==> config.mk <==
export PLATFORM = sky130hd
export DESIGN_NAME = nx_host_ctrl_initiator
export DESIGN_NICKNAME = d
export VERILOG_FILES = /design/src/rtl/nx_host_ctrl_initiator.sv
export SDC_FILE = /design/constraint.sdc
export NUM_CORES = 1
export LEC_CHECK = 0
export ABC_CLOCK_PERIOD_IN_PS = 2000
export BUFFER_PORTS_ARGS = -buffer_cell sky130_fd_sc_hd__clkbuf_2
export CAP_MARGIN = 20
export CORE_UTILIZATION = 48
export CTS_BUF_LIST = sky130_fd_sc_hd__clkbuf_16
export DETAILED_ROUTE_END_ITERATION = 7
export PLACE_DENSITY = 0.87
export SLEW_MARGIN = 20
export SYNTH_ARGS = -nofsm -noshare
export SYNTH_HDL_FRONTEND = slang
export SYNTH_SLANG_ARGS = --single-unit
==> constraint.sdc <==
create_clock -name clk_i -period 2 [get_ports clk_i]
set_input_delay 0.2 -clock clk_i [delete_from_list [all_inputs] [get_ports clk_i]]
set_output_delay 0.2 -clock clk_i [all_outputs]
set_load 0.005 [all_outputs]
==> src/rtl/nx_host_ctrl_initiator.sv <==
// Host-side initiator for the Nexus control stream: sends one command at a time,
// optionally waits for its response under a timeout, and returns a completion record.
//
// state    | meaning
// IDLE     | ready for a host command
// SEND     | message presented on control inbound, waiting for ctrl_ready_i
// CLOSE    | message sent, no response expected; completion is built here
// WAIT_RSP | waiting for the response while the timeout timer runs
// DONE     | completion presented to the host, waiting for res_ready_i
module nx_host_ctrl_initiator #(
  parameter int MSG_WIDTH      = 32,
  parameter int RSP_WIDTH      = 32,
  parameter int TIMEOUT_CYCLES = 1024,
  parameter int CNT_WIDTH      = 8
) (
  input  logic                 clk_i,
  input  logic                 rst_ni,
  input  logic [MSG_WIDTH-1:0] req_data_i,
  input  logic                 req_expect_rsp_i,
  input  logic                 req_valid_i,
  output logic                 req_ready_o,
  output logic [MSG_WIDTH-1:0] ctrl_data_o,
  output logic                 ctrl_valid_o,
  input  logic                 ctrl_ready_i,
  input  logic [RSP_WIDTH-1:0] rsp_data_i,
  input  logic                 rsp_valid_i,
  output logic                 rsp_ready_o,
  output logic [RSP_WIDTH-1:0] res_data_o,
  output logic                 res_timeout_o,
  output logic                 res_valid_o,
  input  logic                 res_ready_i,
  output logic                 busy_o,
  output logic [CNT_WIDTH-1:0] unsolicited_o
);

  localparam int TMR_WIDTH = $clog2(TIMEOUT_CYCLES);
  localparam logic [TMR_WIDTH-1:0] TMR_LOAD = TMR_WIDTH'(TIMEOUT_CYCLES - 1);

  localparam logic [2:0] IDLE     = 3'd0;
  localparam logic [2:0] SEND     = 3'd1;
  localparam logic [2:0] CLOSE    = 3'd2;
  localparam logic [2:0] WAIT_RSP = 3'd3;
  localparam logic [2:0] DONE     = 3'd4;

  logic [2:0]           state;
  logic [2:0]           state_nxt;
  logic                 expect_rsp;
  logic [TMR_WIDTH-1:0] tmr;
  logic                 req_fire;
  logic                 ctrl_fire;
  logic                 rsp_fire;
  logic                 res_fire;
  logic                 tmr_tc;

  assign req_fire  = req_valid_i & req_ready_o;
  assign ctrl_fire = ctrl_valid_o & ctrl_ready_i;
  assign rsp_fire  = rsp_valid_i & rsp_ready_o;
  assign res_fire  = res_valid_o & res_ready_i;
  assign tmr_tc    = (tmr == '0);

  always_comb begin
    state_nxt = state;
    case (state)
      IDLE:     if (req_fire) state_nxt = SEND;
      SEND:     if (ctrl_fire) state_nxt = expect_rsp ? WAIT_RSP : CLOSE;
      CLOSE:    state_nxt = DONE;
      WAIT_RSP: if (rsp_fire || tmr_tc) state_nxt = DONE;
      DONE:     if (res_fire) state_nxt = IDLE;
      default:  state_nxt = IDLE;
    endcase
  end

  // Handshake outputs are registered from the next state so they line up with it.
  always_ff @(posedge clk_i or negedge rst_ni) begin
    if (!rst_ni) begin
      state       <= IDLE;
      req_ready_o <= 1'b0;
      rsp_ready_o <= 1'b0;
      busy_o      <= 1'b0;
    end else begin
      state       <= state_nxt;
      req_ready_o <= (state_nxt == IDLE);
      rsp_ready_o <= (state_nxt != DONE);
      busy_o      <= (state_nxt != IDLE);
    end
  end

  always_ff @(posedge clk_i or negedge rst_ni) begin
    if (!rst_ni) begin
      ctrl_data_o  <= '0;
      ctrl_valid_o <= 1'b0;
      expect_rsp   <= 1'b0;
    end else if (req_fire) begin
      ctrl_data_o  <= req_data_i;
      ctrl_valid_o <= 1'b1;
      expect_rsp   <= req_expect_rsp_i;
    end else if (ctrl_fire) begin
      ctrl_valid_o <= 1'b0;
    end
  end

  // Timeout down-counter: loaded when the message leaves, terminal count at zero.
  always_ff @(posedge clk_i or negedge rst_ni) begin
    if (!rst_ni) begin
      tmr <= '0;
    end else if (ctrl_fire) begin
      tmr <= TMR_LOAD;
    end else if (state == WAIT_RSP && !tmr_tc) begin
      tmr <= tmr - 1'b1;
    end
  end

  always_ff @(posedge clk_i or negedge rst_ni) begin
    if (!rst_ni) begin
      res_data_o    <= '0;
      res_timeout_o <= 1'b0;
      res_valid_o   <= 1'b0;
    end else begin
      case (state)
        CLOSE: begin
          res_data_o    <= '0;
          res_timeout_o <= 1'b0;
          res_valid_o   <= 1'b1;
        end
        WAIT_RSP: begin
          if (rsp_fire) begin
            res_data_o    <= rsp_data_i;
            res_timeout_o <= 1'b0;
            res_valid_o   <= 1'b1;
          end else if (tmr_tc) begin
            res_data_o    <= '0;
            res_timeout_o <= 1'b1;
            res_valid_o   <= 1'b1;
          end
        end
        DONE: if (res_fire) res_valid_o <= 1'b0;
        default: ;
      endcase
    end
  end

  // Responses accepted outside WAIT_RSP have no owner and are only counted.
  always_ff @(posedge clk_i or negedge rst_ni) begin
    if (!rst_ni) begin
      unsolicited_o <= '0;
    end else if (rsp_fire && state != WAIT_RSP && unsolicited_o != '1) begin
      unsolicited_o <= unsolicited_o + 1'b1;
    end
  end

endmodule
After elaboration in Yosys (flattened, before gate mapping). Index checks and enable logic that the tools add are counted.

Add/subtract/negate cells: 2. Equal/unequal tests: 9. Muxes and demuxes: 19. Bitwise gates (word level): 4. Reductions and logical operators: 15.

Operators by type and width (count): $mux W32 (2); $pmux W32 S2 (1); $mux W10 (2); $pmux W3 S5 (1); $mux W3 (4); $logic_not A10 Y1 (1); $sub A10 B1 Y10 const B (1); $add A8 B1 Y8 const B (1); $ne A8 B8 Y1 const B (1); $mux W1 (7); $eq A3 B2 Y1 const B (2); $logic_not A3 Y1 (2); $ne A3 B3 Y1 const B (2); $reduce_bool A2 Y1 (3); $reduce_bool A3 Y1 (2); $and A1 B1 Y1 (4); $eq A3 B1 Y1 const B (1); $eq A3 B3 Y1 const B (1); $logic_and A1 B1 Y1 (3); $ne A3 B2 Y1 const B (1); $pmux W1 S3 (1); $reduce_and A3 Y1 (1); $ne A2 B2 Y1 const B (1); $pmux W1 S2 (1); other kinds (3) (3).

Flip-flop bits (word level): 92. Output and inout bits: 78. Word-level logic and storage cells: 61.

Logic depth before layout (Yosys ltp).
Depth after elaboration: 5. Depth in mapped cells: 7. Gate-level depth less buffers: 6.

Least setup slack after synthesis. No wires, ideal clock.

Kind: register to register. Start point: register tmr[5]. End point: register res_data_o[0]. Arrival: 1.762 ns. Required time: 1.879 ns. Path slack: 0.117 ns. Stages on the path, launching flop included: 6. Path buffers: 1. Cells stage by stage: dfrtp_1 > or4_4 > o311ai_4 > nand2_4 > buf_6 > a22o_1.

Cells in the longest elaborated chain, start to end: 3.

RTL lines: start: declaration (line 48) `logic [TMR_WIDTH-1:0] tmr;`; start signal: assignment (line 109) `tmr <= tmr - 1'b1;`; $logic_not A10 Y1 (line 59) `assign tmr_tc = (tmr == '0);`; $ne A3 B3 Y1 (no line); $reduce_and A2 Y1 (no line); end signal: assignment (line 127) `res_data_o <= rsp_data_i;`; end: declaration (line 28) `output logic [RSP_WIDTH-1:0] res_data_o,`.

No other way between the ends. A chain may end at the register's enable or synchronous reset.

Worst setup path in the final report.
Start point: register tmr[8]. End point: register res_data_o[12].

The elaborated chain is that of the path after synthesis.

==> flow_summary.toml <==
[run_status]
status = "complete, no violations"

[clocking]
worstSkewPairLatency_ps = 330
htreeDepth = 3
root_buffer = "clkbuf_16"
clkTransAtPathRegs_ps = 60
cts_sinks = 92
postCtsSetupRepairBufs = 0
clockBufferDepth = 2
cts_made_buffers = 9
cts_tree = "built"

[sta]
fmax_mhz = 525
rsz0062_at_grt = "false"
setup_violations = 0
fin_skew_ps = 6.07
worst_slew_pin_slew_ps = 586
finalSetupTns_ps = 0
fin_crit_ps = 1900
slew_viol_final = 0
slew_headroom = 0.606
finalHoldViolCount = 0
setup_slack_ps = 96.4
finalCritPeriodShare = 0.952

[layout]
mostFrequentLayoutCells = "clkbuf_2, dfrtp_1, mux2_2"
fin_util = 0.666
mostFrequentLayoutCell = "clkbuf_2"
areaGrowthSynthToFinish_pct = 33.3
diodes = 0
fin_nets = 498
drive_above_1_share = 0.492
fill_cells = 566

[power_and_ir_drop]
pwr-share-seq = 0.448
combPwrFrac = 0.308
finalPower_mw = 6.74
p_switching_mw = 2.05
p_int_mw = 4.69
power.share.switching = 0.304
power.leakage_nw = 2.45
powerDensity_nw_per_um2 = 1390
ir_drop_uv = 857
power_frac_clock = 0.243

[critical_path]
critPathKind = "reg2reg"
cp_slowest_cell = "or4_4"
crit_chain = "or4_4, o311ai_4, nand2_8, a22o_1"
cp_max_fo = 33
worstSetupStartpointType = "flop"
crit_path_end_kind = "flop"
max_stage_delay_ps = 540
worstPathArrival_ps = 2110
required_ps = 2210

[route]
drt_iter0_drc = 120
ant_nets = 0
via_count = 2795
via_per_inst = 5.29
wl_per_cell_um = 15.4
first_pass_iters = 4
drc_errors = 0
drt_wl_total_um = 8140

[grt]
grt_max_degree = 39
grt_pass1_vias = 2478
grt_pass1_wl_um = 12000
grt.overflow.total = 0
grtUsageTotal = 0.202
antenna_found_initial = 0

[worst_hold_path]
hp-class = "in2reg"

[floorplan]
ios = 149
initial_core_util = 0.499
die_area_um2 = 7940
die_h_um = 89.1
die_w_um = 89.1
core_um2 = 7290
rows = 31

[synthesis]
synth.ff_latch_count = 92
synth-seq-area-share = 0.632
avgSynthCellArea_um2 = 13.8
synth_cell_type_count = 37
syn-num-nets = 337
synthCells = 263
syn-cell-area_um2 = 3640
yosysWarnings = 0

[placed_design]
place_congestion = 0.780
dpl.hpwl_um = 6040
place_ws_ps = 13.5
portBuffers = 148

[run]
cap_violations = 0
==> cell families (layout without fill, tap and decap cells) <==
group | after synthesis | after routing | synth area share
and+or+nand+nor | 53 | 53 | 0.0824
DFF | 92 | 92 | 0.632
buffers and inverters | 13 | 179 | 0.0196
AOI/OAI and AO/OA | 60 | 60 | 0.131
adders and majority gates | 3 | 3 | 0.0103
muxes | 34 | 34 | 0.105
xor gates and xnor gates | 8 | 8 | 0.0192
==> worst max-delay path: cells and delay by family, from the launching register on <==
kind / cells / cell delay (ps)
flops: 1 / 410
simple gates: 2 / 740
compound gates: 2 / 640
==> registers in the layout, indices dropped and copies added (netlist names) <==
signal         cells
ctrl_data_o       32
tmr               10
busy_o             1
req_ready_o        1
ctrl_valid_o       1
res_timeout_o      1
expect_rsp         1
res_data_o        32
res_valid_o        1
state              3
rsp_ready_o        1
unsolicited_o      8
==> path summary, 6_finish.rpt <==
kind / to / cells past startpoint / start / slack (ps)
min in group asynchronous: res_data_o[16]$_DFFE_PN0P_ / 2 / rst_ni / 360
worst max-delay path: res_data_o[12]$_DFFE_PN0P_ / 4 / tmr[8]$_DFFE_PN0P_ / 100
worst min register to register: ctrl_data_o[7]$_DFFE_PN0P_ / 1 / ctrl_data_o[7]$_DFFE_PN0P_ / 500
worst min-delay path: res_data_o[21]$_DFFE_PN0P_ / 2 / rsp_data_i[21] / 80
max in group asynchronous: res_data_o[7]$_DFFE_PN0P_ / 3 / rst_ni / 990
worst max register to register: res_data_o[12]$_DFFE_PN0P_ / 4 / tmr[8]$_DFFE_PN0P_ / 100
==> what timing repair did <==
item / in CTS / in global routing
resized for setup: 0 / 1
setup endpoints to repair: 0 / 32
endpoints found under the hold margin: 32 / 0
hold buffers: 1 / 0
==> synth_stat cells <==
cell type / n / share of area
a211oi_1: 1 / 0.0021
a21boi_0: 1 / 0.0021
a21oi_1: 5 / 0.0069
a22o_1: 32 / 0.077
a311oi_2: 1 / 0.0041
a31oi_1: 6 / 0.010
a41oi_1: 1 / 0.0024
and2_1: 3 / 0.0052
and2b_1: 1 / 0.0021
and3_1: 5 / 0.0086
and3b_1: 1 / 0.0024
and4_1: 4 / 0.0096
buf_6: 3 / 0.0093
clkbuf_1: 6 / 0.0062
dfrtp_1: 92 / 0.63
ha_1: 3 / 0.010
inv_1: 4 / 0.0041
mux2_2: 34 / 0.11
nand2_1: 13 / 0.013
nand2_4: 1 / 0.0031
nand2b_1: 1 / 0.0017
nand3_1: 7 / 0.0096
nand3b_1: 1 / 0.0021
nand4_1: 1 / 0.0017
nor2_1: 4 / 0.0041
nor2b_1: 1 / 0.0017
nor3_1: 5 / 0.0069
nor4_1: 1 / 0.0017
o211ai_1: 1 / 0.0021
o21ai_0: 8 / 0.011
o311ai_4: 1 / 0.0072
o31ai_1: 3 / 0.0062
or3_1: 2 / 0.0034
or4_1: 1 / 0.0021
or4_4: 1 / 0.0031
xnor2_1: 7 / 0.017
xor2_1: 1 / 0.0024
==> stage by stage <==
step                      hold WS, ps  std cells  cell area (µm²)
after floorplan                 -95.6        263             3640
after global placement            166        511             4540
after detailed placement          177        511             4540
after CTS                        76.8        528             4850
after global routing             79.6        528             4860
final                            84.6        528             4860
==> area by class of cell <==
type | instances | area (µm²) | area share
sequential | 92 | 2300 | 0.474
multi-input combinational | 158 | 1280 | 0.264
timing repair buffer | 159 | 841 | 0.173
clock buffer | 9 | 225 | 0.0464
tap | 99 | 124 | 0.0255
clock inverter | 7 | 68.8 | 0.0142
inverter | 4 | 15.0 | 0.00309
==> layer usage <==
| metal | vias to the layer above | routed length [µm] | global-route usage |
|---|---|---|---|
| li1 | 1307 | - | - |
| met1 | 1361 | 3500 | 0.253 |
| met2 | 119 | 3840 | 0.332 |
| met3 | 8 | 680 | 0.0591 |
| met4 | 0 | 114 | 0.0779 |
| met5 | - | 0 | 0 |
==> power groups by stage <==
stage / registers, mW / clock network, mW / logic, mW
final: 3.02 / 1.64 / 2.08
after global routing: 3.12 / 1.75 / 2.31
after CTS: 3.02 / 1.68 / 2.10
after detailed placement: 3.04 / 0 / 2.09
after global placement: 3.00 / 0 / 2.01
after floorplan: 3.03 / 0 / 1.08
Note: power is estimated with default switching activity, not from simulation.
